==> config.mk <==
export PLATFORM = sky130hd
export DESIGN_NAME = intra_reconstructor_flat
export DESIGN_NICKNAME = d
export VERILOG_FILES = /design/src/rtl/intra_reconstructor_if.sv /design/src/rtl/intra_reconstructor.sv /design/src/flat_wrapper.sv
export SDC_FILE = /design/constraint.sdc
export NUM_CORES = 1
export LEC_CHECK = 0
export ABC_AREA = 1
export CAP_MARGIN = 20
export CORE_MARGIN = 2
export CORE_UTILIZATION = 37
export CTS_BUF_LIST = sky130_fd_sc_hd__clkbuf_8
export DETAILED_ROUTE_END_ITERATION = 6
export SETUP_SLACK_MARGIN = 0.2
export SLEW_MARGIN = 20
export SYNTH_ARGS = -nofsm -noshare
export SYNTH_HDL_FRONTEND = slang
export SYNTH_SLANG_ARGS = --single-unit
==> constraint.sdc <==
create_clock -name clk -period 44.8 [get_ports clk]
set_clock_uncertainty 0.1 [all_clocks]
set_input_delay 11.2 -clock clk [delete_from_list [all_inputs] [get_ports clk]]
set_output_delay 11.2 -clock clk [all_outputs]
set_load 0.005 [all_outputs]
==> src/rtl/intra_reconstructor_if.sv <==
// ---------------------------------------------------------------------------
// intra_reconstructor_if
// Bundles the macroblock request side (start, mode, mbnumber, residues, top,
// left, availability flags) and the pixel stream side (pix_* handshake,
// busy, done) of the intra reconstructor.
//   master : the residue/mode store and pixel sink (drives requests, ready)
//   slave  : the reconstructor (drives busy, pixel stream, done)
// residues element k = row*MB_SIZE_L + col, each a signed 8-bit value.
// ---------------------------------------------------------------------------
interface intra_reconstructor_if #(
  parameter int MB_SIZE_L = 8,
  parameter int MB_SIZE_W = 8
);
  logic                                     start;
  logic [2:0]                               mode;
  logic [12:0]                              mbnumber;
  logic [MB_SIZE_L*MB_SIZE_W-1:0][7:0]      residues;
  logic [MB_SIZE_L-1:0][7:0]                top;
  logic [MB_SIZE_W-1:0][7:0]                left;
  logic                                     top_avail;
  logic                                     left_avail;
  logic                                     pix_ready;
  logic                                     busy;
  logic                                     pix_valid;
  logic [7:0]                               pix_data;
  logic [19:0]                              pix_addr;
  logic                                     pix_last;
  logic                                     done;

  modport master (
    output start, mode, mbnumber, residues, top, left, top_avail, left_avail,
           pix_ready,
    input  busy, pix_valid, pix_data, pix_addr, pix_last, done
  );

  modport slave (
    input  start, mode, mbnumber, residues, top, left, top_avail, left_avail,
           pix_ready,
    output busy, pix_valid, pix_data, pix_addr, pix_last, done
  );
endinterface

==> src/rtl/intra_reconstructor.sv <==
// ---------------------------------------------------------------------------
// intra_reconstructor
// Rebuilds an intra-predicted macroblock (vertical / horizontal / DC) and
// streams clip(pred + residue) pixels in raster order with frame addresses.
// Ports:
//   clk, reset : clock, synchronous active-high reset
//   bus        : intra_reconstructor_if.slave (request in, pixel stream out)
// Flow: IDLE -(start)-> SUM (max(L,W) cycles, neighbour sums) -> EMIT
//       (one pixel per handshake) -> DONE (one-cycle done pulse) -> IDLE
// ---------------------------------------------------------------------------
module intra_reconstructor #(
  parameter int WIDTH     = 720,
  parameter int LENGTH    = 1280,
  parameter int MB_SIZE_L = 8,
  parameter int MB_SIZE_W = 8
) (
  input logic                  clk,
  input logic                  reset,
  intra_reconstructor_if.slave bus
);

  localparam int L    = MB_SIZE_L;
  localparam int W    = MB_SIZE_W;
  localparam int N    = (L > W) ? L : W;
  localparam int CW   = $clog2(N);
  localparam int JW   = $clog2(L);
  localparam int IW   = $clog2(W);
  localparam int NPIX = L * W;
  localparam int LW   = L + W;
  localparam int MBPR = LENGTH / L;

  localparam logic [CW-1:0] CNT_LAST = CW'(N - 1);
  localparam logic [JW-1:0] J_LAST   = JW'(L - 1);
  localparam logic [IW-1:0] I_LAST   = IW'(W - 1);

  if (!((L == 4 || L == 8 || L == 16) && (W == 4 || W == 8 || W == 16)) ||
      (WIDTH % W) != 0) begin : g_bad_geometry
    $error("intra_reconstructor: unsupported macroblock geometry");
  end

  typedef enum logic [1:0] {S_IDLE, S_SUM, S_EMIT, S_DONE} state_t;

  state_t                r_state, w_next;
  logic [CW-1:0]         r_cnt;
  logic [IW-1:0]         r_i, w_ni;
  logic [JW-1:0]         r_j, w_nj;
  logic [12:0]           r_sum_t, r_sum_l, w_sum_t_fin, w_sum_l_fin;
  logic [7:0]            r_dc, w_dc, w_dc_cur;
  logic [7:0]            w_t_term, w_l_term;

  logic [2:0]            r_mode;
  logic [12:0]           r_mbnum;
  logic [NPIX-1:0][7:0]  r_res;
  logic [L-1:0][7:0]     r_top;
  logic [W-1:0][7:0]     r_left;
  logic                  r_tav, r_lav;

  logic                  r_busy, r_pix_valid, r_pix_last, r_done;
  logic [7:0]            r_pix_data;
  logic [19:0]           r_pix_addr;

  logic                  w_hs, w_last;
  logic [7:0]            w_pred, w_res, w_pix;
  logic signed [9:0]     w_recon;
  logic [31:0]           w_mb_x, w_mb_y;
  logic [19:0]           w_addr;

  function automatic logic [7:0] sat_u8(input logic signed [9:0] x);
    if (x < 0)             return 8'd0;
    else if (x > 10'sd255) return 8'hFF;
    else                   return x[7:0];
  endfunction

  // Rounded DC mean; for power-of-two divisors the divide folds into a shift.
  function automatic logic [7:0] dc_value(input logic [12:0] st,
                                          input logic [12:0] sl,
                                          input logic tav, input logic lav);
    logic [14:0] acc;
    if (tav && lav) begin
      acc = 15'(st) + 15'(sl) + 15'(LW / 2);
      return 8'(acc / 15'(LW));
    end else if (tav) begin
      acc = 15'(st) + 15'(L / 2);
      return 8'(acc >> JW);
    end else if (lav) begin
      acc = 15'(sl) + 15'(W / 2);
      return 8'(acc >> IW);
    end else begin
      return 8'd128;
    end
  endfunction

  assign w_hs = r_pix_valid & bus.pix_ready;

  // ---- FSM: state register / next state ----
  always_ff @(posedge clk) begin
    if (reset) r_state <= S_IDLE;
    else       r_state <= w_next;
  end

  always_comb begin
    w_next = r_state;
    unique case (r_state)
      S_IDLE:  if (bus.start) w_next = S_SUM;
      S_SUM:   if (r_cnt == CNT_LAST) w_next = S_EMIT;
      S_EMIT:  if (w_hs && r_pix_last) w_next = S_DONE;
      S_DONE:  w_next = S_IDLE;
      default: w_next = S_IDLE;
    endcase
  end

  // ---- SUM stage: neighbour term selected by the counter ----
  always_comb begin
    w_t_term = '0;
    w_l_term = '0;
    for (int k = 0; k < L; k++) if (r_cnt == CW'(k)) w_t_term = r_top[k];
    for (int k = 0; k < W; k++) if (r_cnt == CW'(k)) w_l_term = r_left[k];
  end

  assign w_sum_t_fin = r_sum_t + 13'(w_t_term);
  assign w_sum_l_fin = r_sum_l + 13'(w_l_term);
  assign w_dc        = dc_value(w_sum_t_fin, w_sum_l_fin, r_tav, r_lav);
  // The first pixel is formed on the same edge that captures the DC value.
  assign w_dc_cur    = (r_state == S_SUM) ? w_dc : r_dc;

  // ---- EMIT stage: index of the pixel to present next ----
  always_comb begin
    w_ni = r_i;
    w_nj = r_j;
    if (r_state == S_SUM) begin
      w_ni = '0;
      w_nj = '0;
    end else if (r_j == J_LAST) begin
      w_ni = r_i + 1'b1;
      w_nj = '0;
    end else begin
      w_nj = r_j + 1'b1;
    end
  end

  always_comb begin
    w_pred = w_dc_cur;
    case (r_mode)
      3'd0:    w_pred = r_tav ? r_top[w_nj]  : 8'd128;
      3'd1:    w_pred = r_lav ? r_left[w_ni] : 8'd128;
      default: w_pred = w_dc_cur;
    endcase
  end

  // L is a power of two, so row*L + col is the concatenation {row, col}.
  assign w_res   = r_res[{w_ni, w_nj}];
  assign w_recon = $signed({2'b00, w_pred}) + $signed({{2{w_res[7]}}, w_res});
  assign w_pix   = sat_u8(w_recon);
  assign w_last  = (w_ni == I_LAST) && (w_nj == J_LAST);

  assign w_mb_x = 32'(r_mbnum) % 32'(MBPR);
  assign w_mb_y = 32'(r_mbnum) / 32'(MBPR);
  assign w_addr = 20'((w_mb_y * 32'(W) + 32'(w_ni)) * 32'(LENGTH) +
                      w_mb_x * 32'(L) + 32'(w_nj));

  // ---- Request capture (accept cycle only) ----
  always_ff @(posedge clk) begin
    if (r_state == S_IDLE && bus.start) begin
      r_mode  <= bus.mode;
      r_mbnum <= bus.mbnumber;
      r_res   <= bus.residues;
      r_top   <= bus.top;
      r_left  <= bus.left;
      r_tav   <= bus.top_avail;
      r_lav   <= bus.left_avail;
    end
  end

  // ---- Counters, sums and registered outputs ----
  always_ff @(posedge clk) begin
    if (reset) begin
      r_cnt       <= '0;
      r_i         <= '0;
      r_j         <= '0;
      r_sum_t     <= '0;
      r_sum_l     <= '0;
      r_dc        <= '0;
      r_busy      <= 1'b0;
      r_pix_valid <= 1'b0;
      r_pix_data  <= '0;
      r_pix_addr  <= '0;
      r_pix_last  <= 1'b0;
      r_done      <= 1'b0;
    end else begin
      r_done <= 1'b0;
      case (r_state)
        S_IDLE: begin
          if (bus.start) begin
            r_busy  <= 1'b1;
            r_cnt   <= '0;
            r_sum_t <= '0;
            r_sum_l <= '0;
          end
        end
        S_SUM: begin
          r_sum_t <= w_sum_t_fin;
          r_sum_l <= w_sum_l_fin;
          r_cnt   <= r_cnt + 1'b1;
          if (r_cnt == CNT_LAST) begin
            r_dc        <= w_dc;
            r_i         <= w_ni;
            r_j         <= w_nj;
            r_pix_valid <= 1'b1;
            r_pix_data  <= w_pix;
            r_pix_addr  <= w_addr;
            r_pix_last  <= w_last;
          end
        end
        S_EMIT: begin
          if (w_hs) begin
            if (r_pix_last) begin
              r_pix_valid <= 1'b0;
              r_pix_last  <= 1'b0;
              r_pix_data  <= '0;
              r_pix_addr  <= '0;
              r_busy      <= 1'b0;
              r_done      <= 1'b1;
            end else begin
              r_i        <= w_ni;
              r_j        <= w_nj;
              r_pix_data <= w_pix;
              r_pix_addr <= w_addr;
              r_pix_last <= w_last;
            end
          end
        end
        default: ;
      endcase
    end
  end

  assign bus.busy      = r_busy;
  assign bus.pix_valid = r_pix_valid;
  assign bus.pix_data  = r_pix_data;
  assign bus.pix_addr  = r_pix_addr;
  assign bus.pix_last  = r_pix_last;
  assign bus.done      = r_done;

endmodule
==> src/flat_wrapper.sv <==
// flat-port wrapper written by rule: the top's interface ports become plain ports
module intra_reconstructor_flat 
#(
  parameter int WIDTH     = 720,
  parameter int LENGTH    = 1280,
  parameter int MB_SIZE_L = 8,
  parameter int MB_SIZE_W = 8
)
  (clk, reset, bus_start, bus_mode, bus_mbnumber, bus_residues, bus_top, bus_left, bus_top_avail, bus_left_avail, bus_pix_ready, bus_busy, bus_pix_valid, bus_pix_data, bus_pix_addr, bus_pix_last, bus_done);
  intra_reconstructor_if #(.MB_SIZE_L(MB_SIZE_L), .MB_SIZE_W(MB_SIZE_W)) bus_i ();
  input logic clk;
  input logic reset;
  input wire logic [$bits(bus_i.start)-1:0] bus_start;
  input wire logic [$bits(bus_i.mode)-1:0] bus_mode;
  input wire logic [$bits(bus_i.mbnumber)-1:0] bus_mbnumber;
  input wire logic [$bits(bus_i.residues)-1:0] bus_residues;
  input wire logic [$bits(bus_i.top)-1:0] bus_top;
  input wire logic [$bits(bus_i.left)-1:0] bus_left;
  input wire logic [$bits(bus_i.top_avail)-1:0] bus_top_avail;
  input wire logic [$bits(bus_i.left_avail)-1:0] bus_left_avail;
  input wire logic [$bits(bus_i.pix_ready)-1:0] bus_pix_ready;
  output wire logic [$bits(bus_i.busy)-1:0] bus_busy;
  output wire logic [$bits(bus_i.pix_valid)-1:0] bus_pix_valid;
  output wire logic [$bits(bus_i.pix_data)-1:0] bus_pix_data;
  output wire logic [$bits(bus_i.pix_addr)-1:0] bus_pix_addr;
  output wire logic [$bits(bus_i.pix_last)-1:0] bus_pix_last;
  output wire logic [$bits(bus_i.done)-1:0] bus_done;
  assign bus_i.start = bus_start;
  assign bus_i.mode = bus_mode;
  assign bus_i.mbnumber = bus_mbnumber;
  assign bus_i.residues = bus_residues;
  assign bus_i.top = bus_top;
  assign bus_i.left = bus_left;
  assign bus_i.top_avail = bus_top_avail;
  assign bus_i.left_avail = bus_left_avail;
  assign bus_i.pix_ready = bus_pix_ready;
  assign bus_busy = bus_i.busy;
  assign bus_pix_valid = bus_i.pix_valid;
  assign bus_pix_data = bus_i.pix_data;
  assign bus_pix_addr = bus_i.pix_addr;
  assign bus_pix_last = bus_i.pix_last;
  assign bus_done = bus_i.done;
  intra_reconstructor #(.WIDTH(WIDTH), .LENGTH(LENGTH), .MB_SIZE_L(MB_SIZE_L), .MB_SIZE_W(MB_SIZE_W)) u_core (.clk(clk), .reset(reset), .bus(bus_i));
endmodule
==> results.cfg <==
[status]
status = finished, final reports clean

[clocking]
clk_latency_ps = 780
path_clk_slew_ps = 70
numCtsBuffers = 121
cts_buffer_depth = 3
post_cts_buffers = 0
cts-root-buf = clkbuf_8
cts_tree = yes
cts_num_sinks = 733
cts_resized = 0
htree_levels = 3
cts_hold_buf = 0

[global_route]
grt_pass1_vias = 25500
grt.total_usage_pct = 24.4
grt_max_degree = 167
grt_pass1_wl_um = 167000
overflow = 0
antenna_found_initial = 34

[setup_path]
cp_cell_sequence = clkdlybuf4s50_1 -> nand2_1 -> inv_8 -> buf_12 -> buf_12 -> buf_4
cp_data_required_time_ps = 45120
reg2reg_from = u_core.r_cnt[1]
cp-end-kind = flip-flop
critPathMaxStageDelay_ps = 820
path_class = primary input to flip-flop
path_max_fanout = 156
crit_path_frequent_cell = buf_12
cp-startpoint = bus_start
cp_slowest_cell = buf_4
arrival_ps = 14860
crit_path_start_kind = primary input

[min_path]
hold_class = flip-flop to flip-flop
min-delay-start = u_core.bus.pix_data[0]

[route]
drc_errors = 0
drtIter0Drc = 2354
num_vias = 26300
dr.pass1.iters = 6
wire_per_inst_um = 23.1
wl_um = 117000
drtAntennaViolNets = 0
viasPerCell = 5.20

[floorplan]
die_w_um = 305
die_height_um = 305
core_sq_um = 89700
start_util_pct = 37.2
dieArea_sq_um = 92700
rows = 110
io_pins = 694

[synth]
syn-num-nets = 3842
synthTopCellsByArea = edfxtp_1 (59%), o21ai_0 (6.6%), nor2_1 (4.8%)
synth_edf_count = 658
synth_cell_types = 58
synth_seq_cells = 733
netlist_instances = 3091
yosysWarnings = 0
synthTopCellsByCount = edfxtp_1 (658), o21ai_0 (438), nor2_1 (423)
synthMostInstantiatedCell = edfxtp_1
netlist_area_sq_um = 33400
syn_avg_cell_area_sq_um = 10.8
ys_async_sr_fraction_pct = 0
ys_seq_area_share_pct = 63.6
synth_top_area_cell = edfxtp_1
synth_flop_cell = edfxtp_1
netlist.area_leader.share_pct = 59.1

[pwr]
p_leak_nw = 16.0
p_int_mw = 1.79
total_power_mw = 3.34
p_clk_share_pct = 17.1
power_frac_comb_pct = 53.6
powerDensity_nw_per_um2 = 76.3
p_sw_mw = 1.55
switching_share_pct = 46.4
seqPwrFrac_pct = 29.3
peakVddDrop_mv = 0.0672

[cells_and_area]
drive_gt1_share_pct = 6.89
fillCellCount = 8310
area_growth_pct = 31.3
final_net_count = 4514

[sta]
setup_slack_ps = 30260
setup_tns_ps = 0
whs_ps = 368
slew_viol_final = 0
period_share_pct = 32.5
rsz0062_at_grt = no
max_freq_mhz = 68.8
maxSlewHeadroom_pct = 18.5
setup_viol = 0
hold_viol = 0
worst_pin_slew_ps = 1220
min_period_ps = 14540

[placement]
dp_worst_setup_slack_ps = 29500
place_hpwl_um = 83500
io_buffers = 693
gp_congestion = 0.879

[job]
max-cap-violations = 0
-- layout make-up --
class / instances / area (sq um) / share of cell area (%)
antenna: 16 / 40.0 / 0.0913
multi-input combinational: 1993 / 10800 / 24.6
clock inverter: 97 / 591 / 1.35
sequential: 733 / 21300 / 48.5
inverter: 189 / 734 / 1.67
clock buffer: 125 / 1720 / 3.92
timing repair buffer: 725 / 7230 / 16.5
tap: 1176 / 1470 / 3.36
-- registers in the layout, indices dropped and copies added (netlist names), 2 cells and up --
name,cells
u_core.r_res,512
u_core.r_left,64
u_core.r_top,64
u_core.bus.pix_addr,20
u_core.r_mbnum,13
u_core.r_sum_l,12
u_core.r_sum_t,12
u_core.bus.pix_data,8
u_core.r_dc,8
u_core.r_cnt,3
u_core.r_i,3
u_core.r_j,3
u_core.r_mode,3
u_core.r_state,2
-- worst max-delay path, delay by kind of cell --
kind / cells / cell delay (ps)
buffers and inverters: 5 / 2900
and+or+nand+nor: 1 / 140
-- stage by stage --
step | util [%] | area [sq um] | instances
CTS | 48.8 | 43800 | 5038
global route | 48.9 | 43800 | 5052
finish | 48.9 | 43900 | 5054
detailed placement | 46.2 | 41500 | 4816
global placement | 46.2 | 41500 | 4816
floorplan | - | 33400 | 3091
-- power groups by stage --
stage / clock, mW / sequential (mW) / combinational, mW
final: 0.572 / 0.979 / 1.79
after detailed placement: 0 / 0.991 / 1.80
after global placement: 0 / 0.989 / 1.80
after CTS: 0.584 / 0.978 / 1.81
after floorplan: 0 / 1.10 / 1.17
after global routing: 0.614 / 0.989 / 2.01
-- path summary, 6_finish.rpt --
check / end / slack [ps] / depth (start not counted)
hold / removal: u_core.bus.pix_data[0] / 370 / 2
setup / recovery: u_core.r_res[498] / 30260 / 6
setup reg to reg: u_core.bus.pix_data[6] / 35760 / 48
hold reg to reg: u_core.bus.pix_data[0] / 370 / 2
-- per-layer routing --
| metal | vias to the layer above | routed length (um) | GRT usage (%) |
|---|---|---|---|
| met1 | 12500 | 47200 | 30.5 |
| li1 | 12600 | - | - |
| met4 | 26 | 2680 | 6.69 |
| met2 | 1042 | 58300 | 42.1 |
| met5 | - | 172 | 0 |
| met3 | 177 | 8430 | 5.81 |
-- kinds of logic (layout without fill, tap and decap cells) --
logic type	count (synthesis)	after routing	synth area share, %
compound gates	888	888	15.0
xor+xnor	43	43	1.15
fa+ha+maj	89	89	3.45
buf+inv	365	1136	4.14
flops	733	733	63.6
other cells	0	16	0
simple gates	973	973	12.7
-- layout by cell type, fill, tap and decap left out, types with 5 or more instances in the layout --
cell type and n:
o22ai_1 170, inv_1 218, nand2_2 16, nand2_4 8, a21boi_0 5, o21bai_1 8
a32o_1 11, o21ai_0 438, nand3_2 7, diode_2 16, o31ai_1 5, nand4_1 21
nor3_1 11, o21ai_1 6, xnor2_1 13, edfxtp_1 658, xor2_1 29, clkinv_2 14
nand3_4 6, and3_1 6, a21oi_1 151, clkinv_1 27, nand2_1 342, nand3_1 100
clkdlybuf4s50_1 692, dfxtp_1 75, buf_4 27, a31oi_1 19, or2_2 13, inv_2 7
bufinv_16 5, a221o_1 5, clkinvlp_4 5, fa_1 5, nor2_1 421, clkbuf_8 125
a221oi_1 5, o211ai_1 51, ha_1 84
Note: power is estimated with default switching activity, not from simulation.
